File: src/rtl/velocity_cell_reader.sv
// Streams one cell's particle velocities out of a 1-cycle-latency RAM.
// Optional abort input enabled by defining VEL_READER_ABORT_EN.
module velocity_cell_reader #(
    parameter int DATA_WIDTH   = 96,
    parameter int PARTICLE_NUM = 220,
    parameter int ADDR_WIDTH   = 8
) (
    input  logic                  clk,
    input  logic                  rst_n,
    input  logic                  start,
`ifdef VEL_READER_ABORT_EN
    input  logic                  abort,
`endif
    output logic                  busy,
    output logic                  done,
    output logic                  count_err,
    output logic [ADDR_WIDTH-1:0] mem_address,
    output logic                  mem_rden,
    output logic                  mem_wren,
    output logic [DATA_WIDTH-1:0] mem_data,
    input  logic [DATA_WIDTH-1:0] mem_q,
    output logic                  out_valid,
    input  logic                  out_ready,
    output logic [DATA_WIDTH-1:0] out_data,
    output logic [ADDR_WIDTH-1:0] out_index,
    output logic                  out_last
);

    typedef enum logic [2:0] {
        S_IDLE,
        S_CNT_REQ,
        S_CNT_WAIT,
        S_STREAM,
        S_FINISH
    } state_t;

    localparam logic [ADDR_WIDTH-1:0] MAX_CNT = ADDR_WIDTH'(PARTICLE_NUM - 1);

    state_t                state_q, state_d;
    logic [ADDR_WIDTH-1:0] count_q, count_d;
    logic                  err_q, err_d;
    logic [ADDR_WIDTH:0]   addr_q, addr_d;
    logic                  infl_q, infl_d;
    logic [ADDR_WIDTH-1:0] infl_idx_q, infl_idx_d;
    logic [1:0]            occ_q, occ_d;
    logic [DATA_WIDTH-1:0] d0_q, d0_d, d1_q, d1_d;
    logic [ADDR_WIDTH-1:0] i0_q, i0_d, i1_q, i1_d;

    logic       abort_hit;
    logic       hs;
    logic       push;
    logic       more;
    logic       room;
    logic       issue;
    logic [2:0] pending;

`ifdef VEL_READER_ABORT_EN
    assign abort_hit = abort && (state_q != S_IDLE);
`else
    assign abort_hit = 1'b0;
`endif

    assign out_valid = (state_q == S_STREAM) && (occ_q != 2'd0);
    assign hs        = out_valid && out_ready;
    assign push      = infl_q && !abort_hit;
    assign more      = addr_q <= {1'b0, count_q};

    // Slots already claimed once this cycle's handshake retires the head.
    assign pending = {1'b0, occ_q} + {2'b00, infl_q} - {2'b00, hs};
    assign room    = pending < 3'd2;
    assign issue   = (state_q == S_STREAM) && more && room && !abort_hit;

    assign mem_rden    = (state_q == S_CNT_REQ) || issue;
    assign mem_address = issue ? addr_q[ADDR_WIDTH-1:0] : '0;
    assign mem_wren    = 1'b0;
    assign mem_data    = '0;

    assign out_data  = d0_q;
    assign out_index = i0_q;
    assign out_last  = out_valid && (i0_q == count_q);
    assign busy      = state_q != S_IDLE;
    assign done      = state_q == S_FINISH;
    assign count_err = err_q;

    always_comb begin
        state_d    = state_q;
        count_d    = count_q;
        err_d      = err_q;
        addr_d     = addr_q;
        infl_d     = 1'b0;
        infl_idx_d = infl_idx_q;
        occ_d      = occ_q;
        d0_d       = d0_q;
        d1_d       = d1_q;
        i0_d       = i0_q;
        i1_d       = i1_q;

        case (state_q)
            S_IDLE: begin
                if (start) begin
                    state_d = S_CNT_REQ;
                    err_d   = 1'b0;
                end
            end
            S_CNT_REQ: state_d = S_CNT_WAIT;
            S_CNT_WAIT: begin
                if (mem_q[ADDR_WIDTH-1:0] > MAX_CNT) begin
                    count_d = MAX_CNT;
                    err_d   = 1'b1;
                end else begin
                    count_d = mem_q[ADDR_WIDTH-1:0];
                end
                addr_d  = (ADDR_WIDTH+1)'(1);
                state_d = S_STREAM;
            end
            S_STREAM: begin
                if (count_q == '0) begin
                    state_d = S_FINISH;
                end else if (hs && out_last) begin
                    state_d = S_FINISH;
                end
            end
            S_FINISH: state_d = S_IDLE;
            default:  state_d = S_IDLE;
        endcase

        if (issue) begin
            infl_d     = 1'b1;
            infl_idx_d = addr_q[ADDR_WIDTH-1:0];
            addr_d     = addr_q + 1'b1;
        end

        case (occ_q)
            2'd0: begin
                if (push) begin
                    d0_d  = mem_q;
                    i0_d  = infl_idx_q;
                    occ_d = 2'd1;
                end
            end
            2'd1: begin
                if (push && hs) begin
                    d0_d = mem_q;
                    i0_d = infl_idx_q;
                end else if (push) begin
                    d1_d  = mem_q;
                    i1_d  = infl_idx_q;
                    occ_d = 2'd2;
                end else if (hs) begin
                    occ_d = 2'd0;
                end
            end
            2'd2: begin
                if (hs) begin
                    d0_d = d1_q;
                    i0_d = i1_q;
                    if (push) begin
                        d1_d = mem_q;
                        i1_d = infl_idx_q;
                    end else begin
                        occ_d = 2'd1;
                    end
                end
            end
            default: occ_d = 2'd0;
        endcase

        if (abort_hit) begin
            state_d = S_IDLE;
            occ_d   = 2'd0;
            infl_d  = 1'b0;
        end
    end

    always_ff @(posedge clk or negedge rst_n) begin
        if (!rst_n) begin
            state_q    <= S_IDLE;
            count_q    <= '0;
            err_q      <= 1'b0;
            addr_q     <= '0;
            infl_q     <= 1'b0;
            infl_idx_q <= '0;
            occ_q      <= 2'd0;
            d0_q       <= '0;
            d1_q       <= '0;
            i0_q       <= '0;
            i1_q       <= '0;
        end else begin
            state_q    <= state_d;
            count_q    <= count_d;
            err_q      <= err_d;
            addr_q     <= addr_d;
            infl_q     <= infl_d;
            infl_idx_q <= infl_idx_d;
            occ_q      <= occ_d;
            d0_q       <= d0_d;
            d1_q       <= d1_d;
            i0_q       <= i0_d;
            i1_q       <= i1_d;
        end
    end

endmodule
File: config.mk
export PLATFORM = sky130hd
export DESIGN_NAME = velocity_cell_reader
export DESIGN_NICKNAME = d
export VERILOG_FILES = /design/src/rtl/velocity_cell_reader.sv
export SDC_FILE = /design/constraint.sdc
export NUM_CORES = 1
export LEC_CHECK = 0
export ABC_AREA = 0
export BUFFER_PORTS_ARGS = -buffer_cell sky130_fd_sc_hd__buf_2
export CAP_MARGIN = 20
export CORE_AREA = 2 2 158 160
export DETAILED_ROUTE_END_ITERATION = 10
export DIE_AREA = 0 0 160 162
export PLACE_DENSITY = 0.77
export SLEW_MARGIN = 40
export SYNTH_ARGS = -nofsm -noshare
export SYNTH_HDL_FRONTEND = slang
export SYNTH_SLANG_ARGS = --single-unit
File: constraint.sdc
create_clock -name clk -period 2.6 [get_ports clk]
set_input_delay 0.26 -clock clk [delete_from_list [all_inputs] [get_ports clk]]
set_output_delay 0.26 -clock clk [all_outputs]
set_load 0.02 [all_outputs]
* After elaboration in Yosys (flattened, before gate mapping) *
Index checks and enable logic that the tools add are counted.

storage, ports and cells
  register bits after elaboration = 240
  input bits = 100
  output and inout port bits = 215
  logic and storage cells = 90

operators by class
  add/sub/neg operators = 3
  order comparisons = 3
  eq/ne operators = 16
  muxes and demuxes = 35
  reductions and logical operators = 22

operators with widths
  kind                   count
  $mux W96               6
  $pmux W96 S3           1
  $pmux W96 S2           1
  $mux W8                8
  $pmux W8 S3            1
  $mux W9                2
  $pmux W8 S2            1
  $ne A2 B2 Y1 const B   7
  $mux W2                6
  $pmux W3 S4            1
  $add A9 B1 Y9 const B  1
  $le A9 B8 Y1           1
  $mux W3                3
  $eq A8 B8 Y1           1
  $gt A8 B8 Y1 const B   1
  $logic_not A8 Y1       1
  $reduce_bool A2 Y1     4
  $logic_and A1 B1 Y1    7
  $eq A3 B2 Y1 const B   2
  $pmux W2 S3            1
  $reduce_and A3 Y1      2
  $reduce_bool A3 Y1     2
  $reduce_and A5 Y1      1
  $reduce_and A4 Y1      1
  other kinds (15)       17

* Depth between registers and ports, before layout *
Gate-level depths: netlist (run 1).

  word-level depth = 7
  depth in mapped cells = 15
  gate-level depth less buffers = 12

* Worst setup path before layout (run 1) *
Ideal clock, no wire load.

  path type = register to output
  from = reg state_q[2]
  to = out mem_rden
  data arrival time = 2.556 ns
  required time = 2.340 ns
  setup slack = -0.216 ns
  cell stages (with the launch flop) = 11
  buffers on the path = 1
  cells stage by stage = dfrtp_1 and3b_1 nand3b_4 nor2_4 o21ai_0 fa_1 xor2_1 nor4b_1 a21bo_2 clkbuf_1 o21ai_0

between the ends
  word-level cells in the longest chain between the ends = 7
  elaborated cells between the ends (all ways) = 9
  those cells by class = 1 x add/sub; 1 x order compare; 2 x eq/ne; 5 x reduce/logical

ends and longest elaborated chain
  what                    line    RTL
  start, declared         39      state_t state_q, state_d;
  start signal, assigned  189     state_q <= state_d;
  $eq A3 B2 Y1            63, 71
  $logic_and A1 B1 Y1     63      assign out_valid = (state_q == S_STREAM) && (occ_q != 2'd0);
  $logic_and A1 B1 Y1     64      assign hs = out_valid && out_ready;
  $sub A3 B1 Y3           69      assign pending = {1'b0, occ_q} + {2'b00, infl_q} - {2'b00, hs};
  $lt A3 B2 Y1            70      assign room = pending < 3'd2;
  $logic_and A1 B1 Y1     71      assign issue = (state_q == S_STREAM) && more && room && !abort_hit;
  $logic_or A1 B1 Y1 (*)  73      assign mem_rden = (state_q == S_CNT_REQ) || issue;
  end, declared           18      output logic mem_rden,

Mark *: on every way between the ends. The rest lies on a longest branch, timed or not.

* Worst setup path after layout (run 1) *
  from = reg state_q[2]
  to = out mem_address[7]

between the ends
  word-level cells in the longest chain between the ends = 7
  elaborated cells between the ends (all ways) = 8
  those cells by class = 1 x add/sub; 1 x order compare; 1 x eq/ne; 1 x mux; 4 x reduce/logical

ends and longest elaborated chain
  what                     line    RTL
  $eq A3 B2 Y1 (*)         63, 71
  $logic_and A1 B1 Y1      63
  $logic_and A1 B1 Y1      64
  $sub A3 B1 Y3            69
  $lt A3 B2 Y1             70
  $logic_and A1 B1 Y1 (*)  71
  $mux W8 (*)              74      assign mem_address = issue ? addr_q[ADDR_WIDTH-1:0] : '0;
  end, declared            17      output logic [ADDR_WIDTH-1:0] mem_address,

Marked as above.

==> summary.txt, run 1 <==
Timing
  – Final Setup Violations: 21
  – Final Critical Period: 3.041 ns
  – RSZ-0062 raised after global routing: yes
  – Final hold slack: ~0.014 ns
  – Max-slew headroom: 55.52%
  – Tcrit/Tclk final: 117.0%
  – Hold Vio Cnt, Final: 0
  – Post-Route Setup TNS: -5.020 ns
  – Fmax: about 330 MHz
  – Slew of the pin with the lowest slew margin: about 0.67 ns
  – Setup Skew: roughly 0.020 ns
  – Final worst setup slack: -0.4412 ns
  – Slew Limit Fails: 0

Pwr
  – Switching power share of the total: about 37%
  – Sequential Power Share: 36.5%
  – Switching pwr: 6.502 mW
  – Maximum VDD drop: 0.0008666 V
  – Int Pwr: 10.98 mW
  – Power per cell area: between 1000 and 1500 nW/um^2
  – Pleak: 7.321 nW
  – Comb pwr share: 42.7%
  – Clock share of power: 20.8%
  – Tot Pwr: 17.48 mW

Finish
  – Synthesis-to-finish area growth: 27.05%
  – Final #Nets: 1401
  – Final core occ: 60.70%
  – Ratio of cells with drive above 1 in the final layout: 32.98%
  – Design area: 14630 sq um
  – Number of diodes: 0

Clocking
  – CTS H-Tree Depth: 1
  – CTS tree: yes
  – Clk slew on worst S/H paths: 0.06 ns
  – Max Root-Sink Buffers: 3
  – Clk sinks: 240
  – Root Driver: clkbuf_16
  – Skew-Pair Late Insertion Delay: 0.52 ns
  – CTS buffer count: 27

Critical path
  – Slowest stage delay, CP: 0.43 ns
  – CP top delay family: simple AND/OR/NAND/NOR gates
  – Worst Path Required: roughly 2.3 ns
  – Crit Path Max Fanout: 8
  – Setup CP Type: reg -> out
  – WP data arrival: 2.78 ns
  – Buf/Inv on CP: 3
  – Worst setup SP type: flip-flop
  – Crit path cell chain: and3b_2 > nand3b_4 > nand2_2 > inv_2 > o21ai_2 > fa_2 > nor4b_2 > a21bo_2 > clkinv_4 > and2_4 > buf_6
  – Nature of the critical path endpoint: output pin
  – Critical-path top delay cell: fa_2

GRT
  – GRT busiest layer: met2
  – Vias in the first global route: 8371
  – Largest net degree at the start of global routing: 125
  – Overflow after GRT: 0
  – Global Route met3 Usage: 3.218%
  – Global-route usage over all layers: 20.26%
  – First-pass GRT wire length: 42950 microns
  – Initial antenna violation count: 1
  – Met2 Usage GRT: 36.21%
  – Met1 GRT Util: around a quarter

Routing
  – Wire length per cell: around 16 microns
  – DRT Pass-1 Iters: 5
  – Vias: around 8000
  – Vias/cell: 4.913
  – Routed Antenna Nets: 0
  – DRT iter0 DRCs: 553
  – Total wire length: 26760 microns
  – DRC Markers: 0

Yosys
  – Sequential area share after synthesis: 52.15%
  – Synth Instances: roughly 960
  – Async SR Flop Fraction: 100.0%
  – Yosys cell types: 48
  – Mapped Area: ~12000 sq um
  – Flops & latches, synth: 240
  – Ranking of synthesized cells by area: dfrtp_1 52%, mux2i_1 9.4%, mux2_4 7.8%, buf_4 6.6%, o21ai_0 5.2%
  – Primary FF master, synth: dfrtp_1
  – Post-synth top area share: between 50 and 60%
  – Syn avg cell area: 11.96 sq um
  – Post-synth EDFFs: 0
  – Yosys Warn Count: 0
  – Post-synth top area cell: dfrtp_1

Floorplanning
  – Core area: between 20000 and 25000 sq um
  – Starting density of the core: 47.77%
  – # IOs: 315
  – Die area: roughly 26000 sq um
  – Die Height: 162 microns
  – Std cell rows: 57
  – Die width: 160 microns

Run
  – Max Cap Viol: 0

Run status
  – Failing checks: setup timing
  – Run status: finished with violations

Placement
  – Post-detail-place hpwl: around 17000 microns
  – Dpl cell area: roughly 13000 sq um
  – I/O Buffers: 217
  – Gpl congestion: 0.8596

Worst hold path
  – Hold/Removal Path Class: in -> reg
-- timing repair --
action,in CTS,in global routing
hold endpoints to repair,152,0
hold buffers,89,0
resized for setup,24,16
pin swaps,4,10
buffers inserted,3,9
setup endpoints to repair,14,15
-- Yosys cell counts (9+ instances only) --
cell type	count
nor2_1	11
dfrtp_1	240
mux2i_1	108
ha_1	9
nand2_1	125
o21ai_0	120
and2_1	10
xor2_1	9
mux2_2	46
inv_1	10
clkbuf_1	17
buf_2	16
mux2_4	60
buf_4	102
-- layout make-up --
class / count / area, sq um
well taps: 324 / 405.4
repair buffers: 351 / 2549
inverters: 11 / 46.29
flip-flops and latches: 240 / 6006
clock buffers: 41 / 788.3
multi-input cells: 660 / 4788
clock inverters: 4 / 48.80
fillers: 1829 / 9474
-- final timing paths --
check                              from             end  slack (ns)  cells past startpoint
max reg2reg                  state_q[2]       addr_q[2]       -0.18                     13
min                           mem_q[32]        d1_q[32]        0.01                      2
min in group asynchronous         rst_n   infl_idx_q[3]        0.28                      2
max                          state_q[2]  mem_address[7]       -0.44                     11
min reg2reg                out_data[75]    out_data[75]        0.47                      2
max in group asynchronous         rst_n        d1_q[62]        1.46                      3
-- placed cells by master, fill, tap and decap left out, types with 3 or more instances in the layout --
| master | netlist | routed |
|---|---|---|
| nand3_1 | 7 | 6 |
| and3_1 | 3 | 3 |
| dlygate4sd3_1 | 0 | 89 |
| and2_1 | 10 | 3 |
| buf_6 | 6 | 15 |
| buf_12 | 7 | 11 |
| nor4_1 | 4 | 4 |
| nand2_1 | 125 | 124 |
| xor2_1 | 9 | 9 |
| mux2i_1 | 108 | 108 |
| inv_1 | 10 | 9 |
| clkbuf_1 | 17 | 8 |
| mux2_2 | 46 | 45 |
| buf_4 | 102 | 27 |
| conb_1 | 1 | 97 |
| or3_1 | 4 | 4 |
| buf_2 | 16 | 207 |
| o21ai_0 | 120 | 117 |
| mux2_4 | 60 | 61 |
| a21o_1 | 8 | 8 |
| clkbuf_16 | 0 | 27 |
| ha_1 | 9 | 9 |
| and2_4 | 0 | 7 |
| dfrtp_1 | 240 | 240 |
| nor2_1 | 11 | 9 |
| o22ai_1 | 3 | 3 |
| a21oi_1 | 7 | 7 |
| clkbuf_8 | 0 | 6 |
-- kinds of logic (layout without fill, tap and decap cells) --
family	Yosys count	in the layout	share of synthesized area, %
mux	214	214	21.71
other cells	1	97	0.03256
simple gates	180	180	7.019
xor+xnor	10	10	0.7606
buf+inv	159	407	10.06
fa+ha+maj	10	10	1.152
compound gates	149	149	7.117
flops	240	240	52.15
-- routing by layer --
layer  part of all wire [%]  wire length, microns
met1                     41                 10920
met2                     51                 13690
met3                    5.1                  1377
met4                    2.9                   767
met5                      0                     0
-- stage by stage --
stage / cells / setup WS [ns]
after floorplan: 1059 / -0.05545
after global placement: 1485 / -0.04648
after detailed placement: 1485 / -0.1044
after CTS: 1622 / -0.4752
after global routing: 1631 / -0.5842
final: 1631 / -0.4412
-- flip-flops by register name, summed over array words and instances (netlist names) --
name        flops
addr_q          9
infl_idx_q      8
count_q         8
count_err       1
out_index       8
i1_q            8
state_q         3
occ_q           2
out_data       96
d1_q           96
infl_q          1
-- power by group through the flow --
stage          sequential (mW)  combinational, mW  clock [mW]
2_1_floorplan             7.18               4.19           0
3_3_place_gp              6.30               6.78           0
3_5_place_dp              6.39               6.95           0
4_1_cts                   6.36               7.20        3.71
5_1_grt                   6.59               8.15        3.87
6_report                  6.39               7.46        3.63
Power figures use the tool's default switching activity.
==> run 2: changes to the inputs <==
SETUP_SLACK_MARGIN = 0.1   (was not set)
==> run 2 against run 1 <==
  * The run still ends with setup timing left
  * Critical path depth did not move
  * First-iteration DRC count is 12% higher
  * Routed wire length up 19%
  * Via count grew 6.7%
  * Clock skew decreased by 0.012 ns
  * Critical endpoint unchanged
==> summary.txt, run 2 (synthesis gave the netlist of run 1 again) <==
Run status
  – Run status: finished with violations
  – Failing checks: setup timing

Finish
  – Ratio of cells with drive above 1 in the final layout: 37.03% (+4.1 points)
  – Final #Nets: 1451 (+3.6%)
  – Final core occ: 64.84% (+4.1 points)
  – Design area: 15630 sq um (+6.8%)
  – Synthesis-to-finish area growth: 35.72%
  – Most frequent cells in the layout: 240 x dfrtp_1, 207 x buf_2, 120 x nand2_1
  – Most common cell after layout, fill and taps aside: dfrtp_1

Timing
  – Setup Skew: 0.007940 ns (-0.01237 ns)
  – Max-slew headroom: 55.82% (+0.29 points)
  – Final Setup Violations: 128 (+510%)
  – Post-Route Setup TNS: -37.07 ns (-32.05 ns)
  – Hold Vio Cnt, Final: 0 (unchanged)
  – Slew of the pin with the lowest slew margin: 0.6614 ns (-0.005804 ns)
  – Slew Limit Fails: 0 (unchanged)
  – RSZ-0062 raised after global routing: yes
  – Tcrit/Tclk final: 119.5% (+2.5 points)
  – Fmax: 321.9 MHz (-2.1%)
  – Final Critical Period: 3.107 ns (+0.06581 ns)
  – Final worst setup slack: -0.5070 ns (-0.06581 ns)
  – Final hold slack: 0.02007 ns (+0.005678 ns)

Critical path
  – Nature of the critical path endpoint: output pin
  – WP data arrival: 2.85 ns (+0.07 ns)
  – Setup CP Type: reg -> out
  – Worst setup SP type: flip-flop
  – Crit Path Max Fanout: 8 (unchanged)
  – Slowest stage delay, CP: 0.37 ns (-0.06 ns)
  – Worst Path Required: 2.34 ns (about the same)
  – Crit path cell chain: and3b_2 > nand3b_4 > nor2_4 > o21ai_2 > fa_2 > xor2_1 > nor4b_2 > a21bo_2 > clkinv_4 > and2_4 > buf_6
  – Critical-path top delay cell: dfrtp_1

Pwr
  – Switching power share of the total: 37.41% (+0.21 points)
  – Int Pwr: 12.11 mW (+10%)
  – Pleak: 7.840 nW (+7.1%)
  – Clock share of power: 19.6% (-1.2 points)
  – Sequential Power Share: 33.2% (-3.3 points)
  – Tot Pwr: 19.35 mW (+11%)
  – Power per cell area: 1238 nW/um^2 (+3.6%)
  – Maximum VDD drop: 0.0008685 V (+0.22%)
  – Switching pwr: 7.238 mW (+11%)
  – Comb pwr share: 47.2% (+4.5 points)

Floorplanning
  – Die Height: 162 microns (unchanged)
  – Die width: 160 microns (unchanged)
  – Starting density of the core: 47.77% (unchanged)
  – Core area: 24110 sq um (unchanged)
  – # IOs: 315 (unchanged)
  – Die area: 25920 sq um (unchanged)
  – Std cell rows: 57 (unchanged)

GRT
  – Overflow after GRT: 0 (unchanged)
  – Global-route usage over all layers: 20.68% (+0.42 points)
  – Largest net degree at the start of global routing: 117 (-6.4%)
  – First-pass GRT wire length: 43590 microns (+1.5%)
  – Initial antenna violation count: 1 (unchanged)
  – Vias in the first global route: 8432 (+0.73%)

Run
  – Max Cap Viol: 0 (unchanged)

Clocking
  – Root Driver: clkbuf_16
  – Max Root-Sink Buffers: 3 (unchanged)
  – CTS buffer count: 27 (unchanged)
  – CTS H-Tree Depth: 1 (unchanged)
  – CTS tree: yes
  – Clk sinks: 240 (unchanged)
  – Skew-Pair Late Insertion Delay: 0.53 ns (about the same)
  – Clk slew on worst S/H paths: 0.06 ns (about the same)

Routing
  – DRT Pass-1 Iters: 5 (unchanged)
  – Total wire length: 31830 microns (+19%)
  – Wire length per cell: 18.88 microns (+15%)
  – DRC Markers: 0 (unchanged)
  – DRT iter0 DRCs: 618 (+12%)
  – Routed Antenna Nets: 0 (unchanged)
  – Vias: 8546 (+6.7%)
  – Vias/cell: 5.069 (+3.2%)

Placement
  – Post-detail-place hpwl: 16800 microns (+1.3%)
  – I/O Buffers: 217 (unchanged)
  – Gpl congestion: 0.8261 (-3.9%)
  – Dpl cell area: 12700 sq um (+0.14%)

Worst hold path
  – Hold/Removal Path Class: in -> reg
## run 2: cell count changes in the layout (fill, tap and decap cells not counted), moves of 10 or more
| cell | previous run | this run |
|---|---|---|
| clkbuf_16 | 27 | 42 |
| buf_12 | 11 | 21 |
| o21ai_2 | 1 | 11 |
| o21ai_1 | 2 | 58 |
| o21ai_0 | 117 | 52 |
| buf_4 | 27 | 38 |
## run 2: worst paths after layout
check / from / to / slack, ns / depth (start not counted)
setup / recovery: state_q[2] / mem_address[7] / -0.51 / 11
hold / removal: mem_q[33] / d1_q[33] / 0.02 / 2
setup reg to reg: state_q[2] / addr_q[4] / -0.47 / 15
hold reg to reg: out_data[40] / out_data[40] / 0.48 / 2
max in group asynchronous: rst_n / out_data[63] / 1.56 / 3
min in group asynchronous: rst_n / count_q[0] / 0.28 / 2
## run 2: metrics by stage
step / instances / worst slack, ns
after floorplan: 1059 / -0.05545
after global placement: 1485 / -0.08673
after detailed placement: 1485 / -0.1833
after CTS: 1642 / -0.5061
after global routing: 1686 / -0.6358
final: 1686 / -0.5070
## run 2: metal layers
| metal | vias to the layer above | track usage (%) | part of all wire (%) |
|---|---|---|---|
| met2 | 284 | 36.86 | 52 |
| li1 | 3881 | - | - |
| met3 | 76 | 3.218 | 4.9 |
| met5 | - | 0 | 0 |
| met4 | 0 | 7.043 | 2.8 |
| met1 | 4305 | 25.80 | 40 |
## run 2: critical path: cells and delay by family, from the launching register on
family,cells,cell delay (ns)
AOI/OAI and AO/OA,2,0.36
DFF,1,0.37
and+or+nand+nor,5,0.90
adders and majority gates,1,0.34
xor gates and xnor gates,1,0.15
buffers and inverters,2,0.20
## run 2: final cells by class
class	count	area, sq um
Fill cell	1739	8476
Tap cell	324	405.4
Inverter	11	46.29
Timing Repair Buffer	401	3427
Clock inverter	7	62.56
Multi-Input combinational cell	660	4858
Sequential cell	240	6006
Clock buffer	42	822.0
Antenna cell	1	2.502
## run 2: power by group through the flow
stage               sequential, mW  clock [mW]  combinational, mW
global placement              6.31           0               6.80
global route                  6.63        4.02               9.75
detailed placement            6.42           0               6.96
finish                        6.43        3.79               9.13
floorplan                     7.18           0               4.20
CTS                           6.38        3.83               7.60
## run 2: timing repair
| action | in CTS | in global routing |
|---|---|---|
| cloned | 0 | 28 |
| hold endpoints to repair | 157 | 0 |
| endpoints found under the setup margin | 22 | 131 |
| buffers inserted | 19 | 15 |
| pin swaps | 15 | 3 |
| hold buffers | 89 | 0 |
| resized for setup | 77 | 83 |
==> run 3: changes to the inputs <==
RECOVER_POWER = 25   (was not set)
==> run 3 against run 2 <==
  * The run ends with capacitance limit, slew limit, setup timing left
  * Critical path depth is the same
  * Global-route usage is the same
  * Clock power is essentially flat
  * Via count grew 0.21%
  * Die area is the same
  * Clock skew is essentially flat
  * Cell area shrank 0.18%
  * Total power is essentially flat
  * Critical path type unchanged
  * Largest cell class unchanged
==> summary.txt, run 3 (synthesis gave the netlist of run 1 again) <==
Timing
  – Final Setup Violations: 128 (unchanged)
  – Setup Skew: 0.007575 ns (-0.0003648 ns)
  – Hold Vio Cnt, Final: 0 (unchanged)
  – RSZ-0062 raised after global routing: yes
  – Final Critical Period: 3.105 ns (-0.001777 ns)
  – Slew Limit Fails: 72 (+72)
  – Final worst setup slack: -0.5052 ns (+0.001777 ns)
  – Max-slew headroom: -23.75% (-80 points)
  – Slew of the pin with the lowest slew margin: 1.856 ns (+1.195 ns)
  – Tcrit/Tclk final: 119.4% (about the same)
  – Fmax: 322.0 MHz (about the same)

Routing
  – Vias: 8564 (+0.21%)
  – DRT iter0 DRCs: 593 (-4.0%)
  – DRT Pass-1 Iters: 5 (unchanged)
  – Wire length per cell: 18.85 microns (-0.15%)
  – Total wire length: 31790 microns (-0.15%)
  – Routed Antenna Nets: 0 (unchanged)
  – Vias/cell: 5.079 (+0.21%)
  – DRC Markers: 0 (unchanged)

Placement
  – Dpl ws: -0.1833 ns (unchanged)
  – Gpl congestion: 0.8261 (unchanged)
  – I/O Buffers: 217 (unchanged)
  – Dpl cell area: 12700 sq um (unchanged)
  – Post-detail-place hpwl: 16800 microns (unchanged)

GRT
  – First-pass GRT wire length: 43590 microns (unchanged)
  – Global-route usage over all layers: 20.68% (unchanged)
  – Overflow after GRT: 0 (unchanged)
  – Largest net degree at the start of global routing: 117 (unchanged)
  – Vias in the first global route: 8432 (unchanged)
  – Initial antenna violation count: 1 (unchanged)

Finish
  – Final #Nets: 1451 (unchanged)
  – Ratio of cells with drive above 1 in the final layout: 37.03% (unchanged)
  – Design area: 15600 sq um (-0.18%)
  – Most common cell after layout, fill and taps aside: dfrtp_1
  – Synthesis-to-finish area growth: 35.48%
  – Most frequent cells in the layout: 240 x dfrtp_1, 207 x buf_2, 120 x nand2_1
  – Fillers: 1746 (+0.40%)

Pwr
  – Power per cell area: 1239 nW/um^2 (+0.12%)
  – Pleak: 7.830 nW (-0.13%)
  – Maximum VDD drop: 0.0008690 V (about the same)

Floorplanning
  – Std cell rows: 57 (unchanged)
  – Core area: 24110 sq um (unchanged)
  – Starting density of the core: 47.77% (unchanged)
  – # IOs: 315 (unchanged)
  – Die area: 25920 sq um (unchanged)
  – Die Height: 162 microns (unchanged)
  – Die width: 160 microns (unchanged)

Critical path
  – R2r endpoint: addr_q[4]
  – Worst setup SP type: flip-flop
  – Nature of the critical path endpoint: output pin
  – FF-to-FF path depth: 15 (unchanged)
  – WP data arrival: 2.85 ns (about the same)
  – Crit Path Max Fanout: 8 (unchanged)
  – FF-to-FF Start: state_q[2]
  – R2r setup slk: -0.47 ns (about the same)
  – Worst Path Required: 2.34 ns (about the same)
  – Setup CP Type: reg -> out

Clocking
  – Clk sinks: 240 (unchanged)
  – Skew-Pair Late Insertion Delay: 0.53 ns (about the same)
  – CTS tree: yes
  – CTS H-Tree Depth: 1 (unchanged)
  – CTS buffer count: 27 (unchanged)
  – Max Root-Sink Buffers: 3 (unchanged)
  – Clk slew on worst S/H paths: 0.06 ns (about the same)
  – Root Driver: clkbuf_16

Worst hold path
  – Worst hold stages: 2 (unchanged)
  – Hold EP: d1_q[1]
  – Hold/Removal Path Class: in -> reg
  – Hold wc startpoint: mem_q[1]

Run status
  – Failing checks: capacitance limit, slew limit, setup timing
  – Run status: finished with violations

Run
  – Max Cap Viol: 1 (+1)
run 3: changes by cell type in the layout (fill, tap and decap cells not counted):
| cell | change |
|---|---|
| buf_12 | -2 |
| buf_6 | +2 |
| clkbuf_2 | +1 |
| buf_8 | -1 |
run 3: what timing repair did:
item / in CTS / in global routing
gates cloned: 0 / 28
endpoints found under the hold margin: 157 / 0
gates resized for setup: 77 / 83
setup buffers: 19 / 15
pin swaps: 15 / 3
hold buffers: 89 / 0
setup endpoints to repair: 22 / 131
run 3: cell type report:
type / instances / area, sq um / area share (%)
sequential: 240 / 6006 / 38.49
multi-input combinational: 660 / 4858 / 31.14
timing repair buffer: 401 / 3400 / 21.79
clock buffer: 42 / 822.0 / 5.269
tap: 324 / 405.4 / 2.598
clock inverter: 7 / 62.56 / 0.4010
inverter: 11 / 46.29 / 0.2967
antenna: 1 / 2.502 / 0.01604
run 3: worst max-delay path: stages (launching register included):
cell and delay (ns):
dfrtp_1 0.37, and3b_2 0.26, nand3b_4 0.12, nor2_4 0.16, o21ai_2 0.07, fa_2 0.34
xor2_1 0.15, nor4b_2 0.20, a21bo_2 0.29, clkinv_4 0.09, and2_4 0.16, buf_6 0.11
run 3: per-stage QoR:
| step | setup TNS (ns) | power, mW | hold WS (ns) | utilization [%] | cells |
|---|---|---|---|---|---|
| 2_1_floorplan | -0.4750 | 11.38 | -0.03559 | - | 1059 |
| 4_1_cts | -30.24 | 17.82 | 0.00006456 | 61.16 | 1642 |
| 6_report | -37.15 | 19.34 | 0.02149 | 64.73 | 1686 |
| 5_1_grt | -49.87 | 20.40 | 0.01267 | 64.73 | 1686 |
| 3_3_place_gp | -0.6868 | 13.12 | 0.2718 | 52.67 | 1485 |
| 3_5_place_dp | -1.329 | 13.38 | 0.2700 | 52.67 | 1485 |
run 3: routing by layer:
| metal | up-vias | track usage (%) | share of wire [%] |
|---|---|---|---|
| li1 | 3877 | - | - |
| met1 | 4329 | 25.80 | 40 |
| met2 | 280 | 36.86 | 52 |
| met3 | 78 | 3.218 | 5.0 |
| met4 | 0 | 7.043 | 2.6 |
| met5 | - | 0 | 0 |
run 3: worst max-delay path by stage:
stage               slack [ns]              to  cells after the start  startpoint
floorplan                -0.06  mem_address[1]                     11  state_q[2]
global placement         -0.09       addr_q[4]                     11  state_q[2]
detailed placement       -0.18       addr_q[5]                     10  state_q[2]
CTS                      -0.51  mem_address[5]                     10  state_q[2]
global route             -0.64  mem_address[7]                     11  state_q[2]
finish                   -0.51  mem_address[7]                     11  state_q[2]
run 3: where the power goes:
group          switching (mW)  leakage, nW  total, mW  internal (mW)
Combinational            4.69         4.40       9.12           4.42
Clock                    1.53        0.438       3.79           2.26
Sequential               1.01         2.99       6.43           5.43
Total                    7.23         7.83       19.3           12.1
